[src/rtl/cmp_sub_arbiter.sv]
// Round-robin arbiter that shares one 64-bit SUB/SLT datapath between NUM_REQ requesters.
// Optional statistics counters (grant_cnt, stall_cnt) are built when CMP_ARB_STATS_EN is defined.
module cmp_sub_arbiter #(
  parameter int NUM_REQ = 2,
  parameter int ID_W    = 3
) (
  input  logic                    clk,
  input  logic                    rst_n,
  input  logic [NUM_REQ-1:0]      req_valid,
  output logic [NUM_REQ-1:0]      req_ready,
  input  logic [NUM_REQ-1:0]      req_op,
  input  logic [64*NUM_REQ-1:0]   req_a,
  input  logic [64*NUM_REQ-1:0]   req_b,
  output logic                    rsp_valid,
  input  logic                    rsp_ready,
  output logic [ID_W-1:0]         rsp_id,
  output logic [63:0]             rsp_data,
  output logic                    busy,
`ifdef CMP_ARB_STATS_EN
  output logic [32*NUM_REQ-1:0]   grant_cnt,
  output logic [31:0]             stall_cnt,
`endif
  output logic [1:0]              o_dbg_state
);

  // Handshakes: a request transfers on the rising edge where req_valid[i] & req_ready[i];
  // the response transfers on the rising edge where rsp_valid & rsp_ready. Ready never
  // depends on anything but state, rr_ptr and req_valid.
  localparam logic [1:0] S_IDLE = 2'd0;
  localparam logic [1:0] S_EXEC = 2'd1;
  localparam logic [1:0] S_RESP = 2'd2;

  logic [1:0]      r_state;
  logic [ID_W-1:0] r_rr_ptr;
  logic            r_op;
  logic [63:0]     r_a;
  logic [63:0]     r_b;
  logic [ID_W-1:0] r_id;
  logic            r_rsp_valid;
  logic [ID_W-1:0] r_rsp_id;
  logic [63:0]     r_rsp_data;

  logic [ID_W-1:0] w_hi_id;
  logic            w_hi_vld;
  logic [ID_W-1:0] w_lo_id;
  logic            w_lo_vld;
  logic [ID_W-1:0] w_grant_id;
  logic            w_grant_vld;
  logic            w_hs;
  logic            w_sel_op;
  logic [63:0]     w_sel_a;
  logic [63:0]     w_sel_b;
  logic [ID_W-1:0] w_rr_next;
  logic [63:0]     w_diff;
  logic            w_ovf;
  logic            w_lt;
  logic [63:0]     w_result;

  // Lowest valid index at or above rr_ptr wins; otherwise lowest valid index below it.
  always_comb begin
    w_hi_id  = '0;
    w_hi_vld = 1'b0;
    w_lo_id  = '0;
    w_lo_vld = 1'b0;
    for (int j = NUM_REQ - 1; j >= 0; j--) begin
      if (req_valid[j] && (ID_W'(j) >= r_rr_ptr)) begin
        w_hi_id  = ID_W'(j);
        w_hi_vld = 1'b1;
      end
      if (req_valid[j] && (ID_W'(j) < r_rr_ptr)) begin
        w_lo_id  = ID_W'(j);
        w_lo_vld = 1'b1;
      end
    end
    w_grant_id  = w_hi_vld ? w_hi_id : w_lo_id;
    w_grant_vld = w_hi_vld | w_lo_vld;
  end

  assign w_hs      = w_grant_vld && (r_state == S_IDLE) && rst_n;
  assign w_rr_next = (w_grant_id == ID_W'(NUM_REQ - 1)) ? '0 : w_grant_id + ID_W'(1);

  always_comb begin
    req_ready = '0;
    w_sel_op  = 1'b0;
    w_sel_a   = '0;
    w_sel_b   = '0;
    for (int j = 0; j < NUM_REQ; j++) begin
      req_ready[j] = w_hs && (w_grant_id == ID_W'(j));
      if (w_grant_id == ID_W'(j)) begin
        w_sel_op = req_op[j];
        w_sel_a  = req_a[j*64 +: 64];
        w_sel_b  = req_b[j*64 +: 64];
      end
    end
  end

  // Signed compare derived from the subtractor: sign of the difference, flipped on overflow.
  assign w_diff   = r_a - r_b;
  assign w_ovf    = (r_a[63] ^ r_b[63]) & (w_diff[63] ^ r_a[63]);
  assign w_lt     = w_diff[63] ^ w_ovf;
  assign w_result = r_op ? {63'b0, w_lt} : w_diff;

  always_ff @(posedge clk or negedge rst_n) begin
    if (!rst_n) begin
      r_state     <= S_IDLE;
      r_rr_ptr    <= '0;
      r_op        <= 1'b0;
      r_a         <= '0;
      r_b         <= '0;
      r_id        <= '0;
      r_rsp_valid <= 1'b0;
      r_rsp_id    <= '0;
      r_rsp_data  <= '0;
    end else begin
      case (r_state)
        S_IDLE: begin
          if (w_hs) begin
            r_op     <= w_sel_op;
            r_a      <= w_sel_a;
            r_b      <= w_sel_b;
            r_id     <= w_grant_id;
            r_rr_ptr <= w_rr_next;
            r_state  <= S_EXEC;
          end
        end
        S_EXEC: begin
          r_rsp_data  <= w_result;
          r_rsp_id    <= r_id;
          r_rsp_valid <= 1'b1;
          r_state     <= S_RESP;
        end
        S_RESP: begin
          if (rsp_ready) begin
            r_rsp_valid <= 1'b0;
            r_state     <= S_IDLE;
          end
        end
        default: begin
          r_rsp_valid <= 1'b0;
          r_state     <= S_IDLE;
        end
      endcase
    end
  end

  assign rsp_valid   = r_rsp_valid;
  assign rsp_id      = r_rsp_id;
  assign rsp_data    = r_rsp_data;
  assign busy        = (r_state == S_EXEC) || (r_state == S_RESP);
  assign o_dbg_state = r_state;

`ifdef CMP_ARB_STATS_EN
  logic [32*NUM_REQ-1:0] r_grant_cnt;
  logic [31:0]           r_stall_cnt;

  always_ff @(posedge clk or negedge rst_n) begin
    if (!rst_n) begin
      r_grant_cnt <= '0;
      r_stall_cnt <= '0;
    end else begin
      for (int j = 0; j < NUM_REQ; j++) begin
        if (req_ready[j]) begin
          r_grant_cnt[j*32 +: 32] <= r_grant_cnt[j*32 +: 32] + 32'd1;
        end
      end
      if (r_rsp_valid && !rsp_ready && (r_stall_cnt != 32'hFFFF_FFFF)) begin
        r_stall_cnt <= r_stall_cnt + 32'd1;
      end
    end
  end

  assign grant_cnt = r_grant_cnt;
  assign stall_cnt = r_stall_cnt;
`endif

endmodule

[config.mk]
export PLATFORM = sky130hd
export DESIGN_NAME = cmp_sub_arbiter
export DESIGN_NICKNAME = d
export VERILOG_FILES = /design/src/rtl/cmp_sub_arbiter.sv
export SDC_FILE = /design/constraint.sdc
export NUM_CORES = 1
export LEC_CHECK = 0
export ABC_AREA = 1
export BUFFER_PORTS_ARGS = -buffer_cell sky130_fd_sc_hd__clkbuf_2
export CORE_MARGIN = 3
export CORE_UTILIZATION = 55
export DETAILED_ROUTE_END_ITERATION = 10
export MAX_ROUTING_LAYER = met4
export PLACE_DENSITY_LB_ADDON = 0.08
export SLEW_MARGIN = 40
export SYNTH_ARGS = -nofsm -noshare
export SYNTH_HDL_FRONTEND = slang
export SYNTH_SLANG_ARGS = --single-unit
[constraint.sdc]
create_clock -name clk -period 2.6 [get_ports clk]
set_input_delay 0.52 -clock clk [delete_from_list [all_inputs] [get_ports clk]]
set_output_delay 0.52 -clock clk [all_outputs]
set_load 0.02 [all_outputs]
# Word level (Yosys, flattened, before mapping)
# Index checks and enable logic that the tools add are counted.
word_totals:
  regBits: 205
  out_inout_bits: 73
  in_bits: 263
  word_cells: 62
classes:
  add_sub_neg: 2
  bitwise: 6
  reduce_logical: 14
  magnitude_cmp: 4
  n_eq_ne: 5
  mux: 22
ops:
  columns: ["cell", "n"]
  rows:
  - ["$mux W64", 5]
  - ["$sub A64 B64 Y64", 1]
  - ["$mux W1", 10]
  - ["$mux W3", 3]
  - ["$logic_and A1 B1 Y1", 8]
  - ["$ge A1 B3 Y1 const A", 2]
  - ["$lt A1 B3 Y1 const A", 2]
  - ["$pmux W2 S3", 1]
  - ["$reduce_and A2 Y1", 3]
  - ["$mux W2", 2]
  - ["$ne A2 B2 Y1 const B", 2]
  - ["$add A3 B1 Y3 const B", 1]
  - ["$eq A3 B1 Y1 const B", 1]
  - ["$logic_not A3 Y1", 1]
  - ["$pmux W1 S3", 1]
  - ["$xor A1 B1 Y1", 3]
  - ["$eq A2 B1 Y1 const B", 1]
  - ["$eq A2 B2 Y1 const B", 1]
  - ["$logic_not A2 Y1", 1]
  - ["$and A1 B1 Y1", 1]
  - ["$logic_or A1 B1 Y1", 1]
  - ["$not A1 Y1", 1]
  - ["$or A1 B1 Y1", 1]

# Longest topological paths before layout
depth:
  depth_word: 9
  mapped_depth: 17
  mapped_depth_nobuf: 17

# Worst setup path after synthesis
# OpenSTA, ideal clock, no wires.
synth_timing:
  path_kind: "register to register"
  from: "reg r_a[2]"
  to: "reg r_rsp_data[63], in the netlist rsp_data[63]"
  stages_incl_launch_ff: 15
  setup_ns: 0.083
  path_slack_ns: 0.383
  required_time_ns: 2.517
  arrival_ns: 2.134
  period_less_slack_ns: 2.217
  n_path_buf: 0
  cell_sequence: "dfrtp_1 -> ha_1 -> nand2_1 -> nand2_1 -> inv_1 -> nand2_1 -> nand2_1 -> nand2_1 -> nand2_1 -> nand3_2 -> nand2_1 -> nand3_1 -> a31oi_1 -> fa_1 -> o21ai_0"
synth_between:
  elab_chain_len: 2
synth_lines:
  columns: ["item", "line_no", "rtl"]
  rows:
  - ["start, declared", "36", "logic [63:0] r_a;"]
  - ["start signal, assigned", "119", "r_a <= w_sel_a;"]
  - ["$sub A64 B64 Y64", "98", "assign w_diff = r_a - r_b;"]
  - ["$mux W64", "101", "assign w_result = r_op ? {63'b0, w_lt} : w_diff;"]
  - ["end signal, assigned", "127", "r_rsp_data <= w_result;"]
  - ["end, declared", "41", "logic [63:0] r_rsp_data;"]
# No other way between the ends.
# A chain may end at the register's enable or synchronous reset.

# Final worst setup path
layout_timing:
  from: "reg r_a[12]"
  to: "reg r_rsp_data[0], in the netlist rsp_data[0]"
layout_between:
  elab_chain_len: 5
layout_lines:
  columns: ["item", "line_no", "rtl"]
  rows:
  - ["$sub A64 B64 Y64 (*)", "98", null]
  - ["$xor A1 B1 Y1", "99", "assign w_ovf = (r_a[63] ^ r_b[63]) & (w_diff[63] ^ r_a[63]);"]
  - ["$and A1 B1 Y1", "99", null]
  - ["$xor A1 B1 Y1 (*)", "100", "assign w_lt = w_diff[63] ^ w_ovf;"]
  - ["$mux W64 (*)", "101", null]
# Mark *: on every way between the ends. The rest lies on a longest branch, timed or not.

==> impl_metrics.tcl <==
set metrics [dict create \
    switching_power_mw 15.3 \
    clock-root-buffer "sky130_fd_sc_hd__clkbuf_16" \
    class_of_the_worst_hold_path "primary input to async pin" \
    setup_ws_ns 0.0236 \
    number_of_global_route_vias_before_repair 14846 \
    combPwrFrac_pct 70.3 \
    ctsLongestPathBuffers 2 \
    synthesis.area_per_instance_um2 6.31 \
    postRouteWirelength_um 50500 \
    initial_core_util_pct 56.9 \
    powerDensity_nw_per_um2 1600 \
    setup_viol 0 \
    cts_hold_buffers 0 \
    synth-compound-area-share_pct 7.63 \
    die_area_um2 27500 \
    synth_area_leaders "sky130_fd_sc_hd__dfrtp_1 35%, sky130_fd_sc_hd__nand2_1 27%, sky130_fd_sc_hd__inv_1 10%, sky130_fd_sc_hd__ha_1 6.0%, sky130_fd_sc_hd__nand3_1 5.0%" \
    portion_of_the_post_synthesis_area_used_by_sequential_elements_pct 35.4 \
    setup.worst_path.class "register to register" \
    input_output_buffers 333 \
    finalCriticalPeriod_ns 2.58 \
    firstDrtPassIters 5 \
    synthCells 2225 \
    finalHoldWorstSlack_ns 0.158 \
    timing_worst_slew_pin_value_ns 0.760 \
    ctsHtreeMaxLevel 4 \
    p_int_mw 12.9 \
    endpoint_kind "register" \
    final_hold_viol_count 0 \
    globalplace.congestion 1.04 \
    synth-simple-area-share_pct 37.9 \
    startpoint_type "register" \
    grt_overflow 0 \
    pin_count 336 \
    p_clk_share_pct 9.9 \
    route.vias.total 15599 \
    clock_insertion_delay_worst_skew_ns 0.46 \
    cts_made_buffers 17 \
    drcViolationCount 0 \
    drt_first_iter_violations 1376 \
    dp_slack_ns -0.00615 \
    floorplan.rows 57 \
    worst-path-buf-inv 1 \
    ys_ff_latch 199 \
    synth_edf_count 0 \
    placedCellCount 2898 \
    synth_xor_xnor_area_share_pct 0.312 \
    dominantRegCellSynth "sky130_fd_sc_hd__dfrtp_1" \
    synth_fa_ha_area_share_pct 6.25 \
    clock_tree_from_tritoncts "yes" \
    hpwl_um 39300 \
    core-area_um2 24700 \
    antenna_left 0 \
    synthArstFlopShare_pct 100 \
    cpLargestDelayFamily "simple AND/OR/NAND/NOR gates" \
    synthMostInstantiatedCell "sky130_fd_sc_hd__nand2_1" \
    grt_usage_pct 35.9 \
    maxSlewViolCount 0 \
    clk_pin_slew_worst_paths_ns 0.08 \
    timing.max_cap.violations 0 \
    grt_setup_unrepaired "true" \
    antenna_found_initial 0 \
    max-slew-margin-rel_pct 49.4 \
    critical-path-top-cell-by-count "sky130_fd_sc_hd__nand2_1" \
    critical_path.slowest_cell "sky130_fd_sc_hd__dfrtp_1" \
    synthDistinctLibCells 35 \
    number_of_nets_at_the_end_of_the_flow 2932 \
    cts_sinks 199 \
    ir_worst_vdd_mv 0.894 \
    drive_above_1_share_pct 22.3 \
    antenna-diode-count 0 \
    postLayoutCoreUtil_pct 71.6 \
    synth_area_leader_cell "sky130_fd_sc_hd__dfrtp_1" \
    worstPathRequired_ns 2.89 \
    cp.arrival_ns 2.86 \
    switching_share_pct 54.2 \
    maxClockFrequency_mhz 388 \
    area_growth_syn_to_fin_pct 25.8 \
    pwr-share-seq_pct 19.7 \
    post_synth_instance_area_um2 14000 \
    floorplan.die.width_um 166 \
    timing.critical_path.cells "ha_4, nand2_1, nand2_1, nand2_1, nand2_1, inv_1, nand2_1, nand2_1, nand3_2, nand2_4, nand3_4, a31oi_4, fa_1, a21oi_1, o21ai_0" \
    avgRoutedWirePerCell_um 17.2 \
    grt_max_degree 114 \
    synth.area.mux_share_pct 0 \
    synth_top_family_by_area "simple AND/OR/NAND/NOR gates" \
    wire_length_of_the_first_global_routing_pass_um 77300 \
    p_leak_nw 10.2 \
    synth_top_cells_by_count "1013 x sky130_fd_sc_hd__nand2_1, 386 x sky130_fd_sc_hd__inv_1, 199 x sky130_fd_sc_hd__dfrtp_1" \
    layout_worst_path_cycle_share_pct 99.1 \
    final.setup_skew_ns 0.0223 \
    slowest_delay_ns 0.44 \
    yosysTopAreaCellShare_pct 35.4 \
    path_max_fanout 3 \
    fin_total_pwr_mw 28.2 \
    final_cells 2937 \
    status "completed" \
    synth-warning-count 0 \
    drt_via_density 5.31 \
    die_height_um 166 \
]
-- metrics by stage --
step,instance area [µm²],TNS (ns)
5_1_grt,17700,-0.224
3_3_place_gp,16500,0
2_1_floorplan,14100,0
6_report,17700,0
3_5_place_dp,16500,-0.00615
4_1_cts,17100,-0.00195
-- timing repair --
item / in CTS / in global routing
endpoints found under the setup margin: 2 / 16
pin swaps: 0 / 9
buffers inserted: 0 / 7
hold endpoints to repair: 0 / 0
resized for setup: 4 / 96
-- layout make-up --
| cell class | instances | area (µm²) |
|---|---|---|
| Sequential cell | 199 | 4980 |
| Timing Repair Buffer | 413 | 2330 |
| Tap cell | 324 | 405 |
| Inverter | 398 | 1490 |
| Multi-Input combinational cell | 1571 | 7870 |
| Fill cell | 1976 | 7000 |
| Clock inverter | 15 | 169 |
| Clock buffer | 17 | 425 |
-- cells by family after synthesis --
group,Yosys count
simple gates,1320
buf+inv,456
flops,199
compound gates,175
fa+ha+maj,69
xor+xnor,5
other cells,1
-- registers in the layout (all words and copies together), names as in the netlist --
name and count:
r_a 64, rsp_valid 1, rsp_id 1, r_id 1
rsp_data 64, r_rr_ptr 1, r_op 1, o_dbg_state 2
r_b 64
-- per-layer routing --
layer  track usage (%)  wire [µm]
met1              45.1      20200
met5                 -          0
met2              61.0      24800
met3              3.88       3580
met4              11.9       1930
-- power groups by stage --
stage | clock [mW] | sequential [mW] | combinational [mW]
after global placement | 0 | 5.36 | 17.7
after detailed placement | 0 | 5.44 | 18.1
after global routing | 2.94 | 5.67 | 21.8
after CTS | 2.79 | 5.39 | 18.3
after floorplan | 0 | 5.77 | 11.2
final | 2.80 | 5.56 | 19.8
-- final timing paths --
path                       slack [ns]    startpoint           end  cells past startpoint
max                              0.02       r_a[12]   rsp_data[0]                     15
min                              0.16         rst_n  rsp_data[38]                      2
max reg2reg                      0.02       r_a[12]   rsp_data[0]                     15
min reg2reg                      0.49  rsp_data[48]  rsp_data[48]                      2
max in group asynchronous        1.40         rst_n       r_a[48]                      3
min in group clk                 0.27     req_a[95]       r_a[31]                      3
-- cells in the final DEF, fill, tap and decap left out, types with 2 or more instances in the layout --
cell type                   count
sky130_fd_sc_hd__o21ai_0       24
sky130_fd_sc_hd__inv_6          4
sky130_fd_sc_hd__inv_8          5
sky130_fd_sc_hd__o31ai_1        5
sky130_fd_sc_hd__or2_2          5
sky130_fd_sc_hd__nand2_1      992
sky130_fd_sc_hd__conb_1         2
sky130_fd_sc_hd__nor3_1         7
sky130_fd_sc_hd__o211ai_1      64
sky130_fd_sc_hd__a21oi_1       58
sky130_fd_sc_hd__nand4_1        8
sky130_fd_sc_hd__clkbuf_16     17
sky130_fd_sc_hd__ha_1          40
sky130_fd_sc_hd__nor2_1        91
sky130_fd_sc_hd__nor2_4         8
sky130_fd_sc_hd__clkinv_8       3
sky130_fd_sc_hd__o21ai_1       12
sky130_fd_sc_hd__xnor2_1        5
sky130_fd_sc_hd__inv_1        373
sky130_fd_sc_hd__nand2_2       30
sky130_fd_sc_hd__clkbuf_2     332
sky130_fd_sc_hd__clkinv_1       3
sky130_fd_sc_hd__a32o_1         2
sky130_fd_sc_hd__nand3_1      134
sky130_fd_sc_hd__dfrtp_1      199
sky130_fd_sc_hd__fa_1           2
sky130_fd_sc_hd__inv_2         22
sky130_fd_sc_hd__and2_1         3
sky130_fd_sc_hd__nor2_2        20
sky130_fd_sc_hd__nand3_2       12
sky130_fd_sc_hd__a21oi_2        3
sky130_fd_sc_hd__o21bai_1       3
sky130_fd_sc_hd__ha_4          27
sky130_fd_sc_hd__nor3_2         6
sky130_fd_sc_hd__buf_4         75
sky130_fd_sc_hd__buf_12         4
No activity file was read; power rests on OpenSTA's default activity.
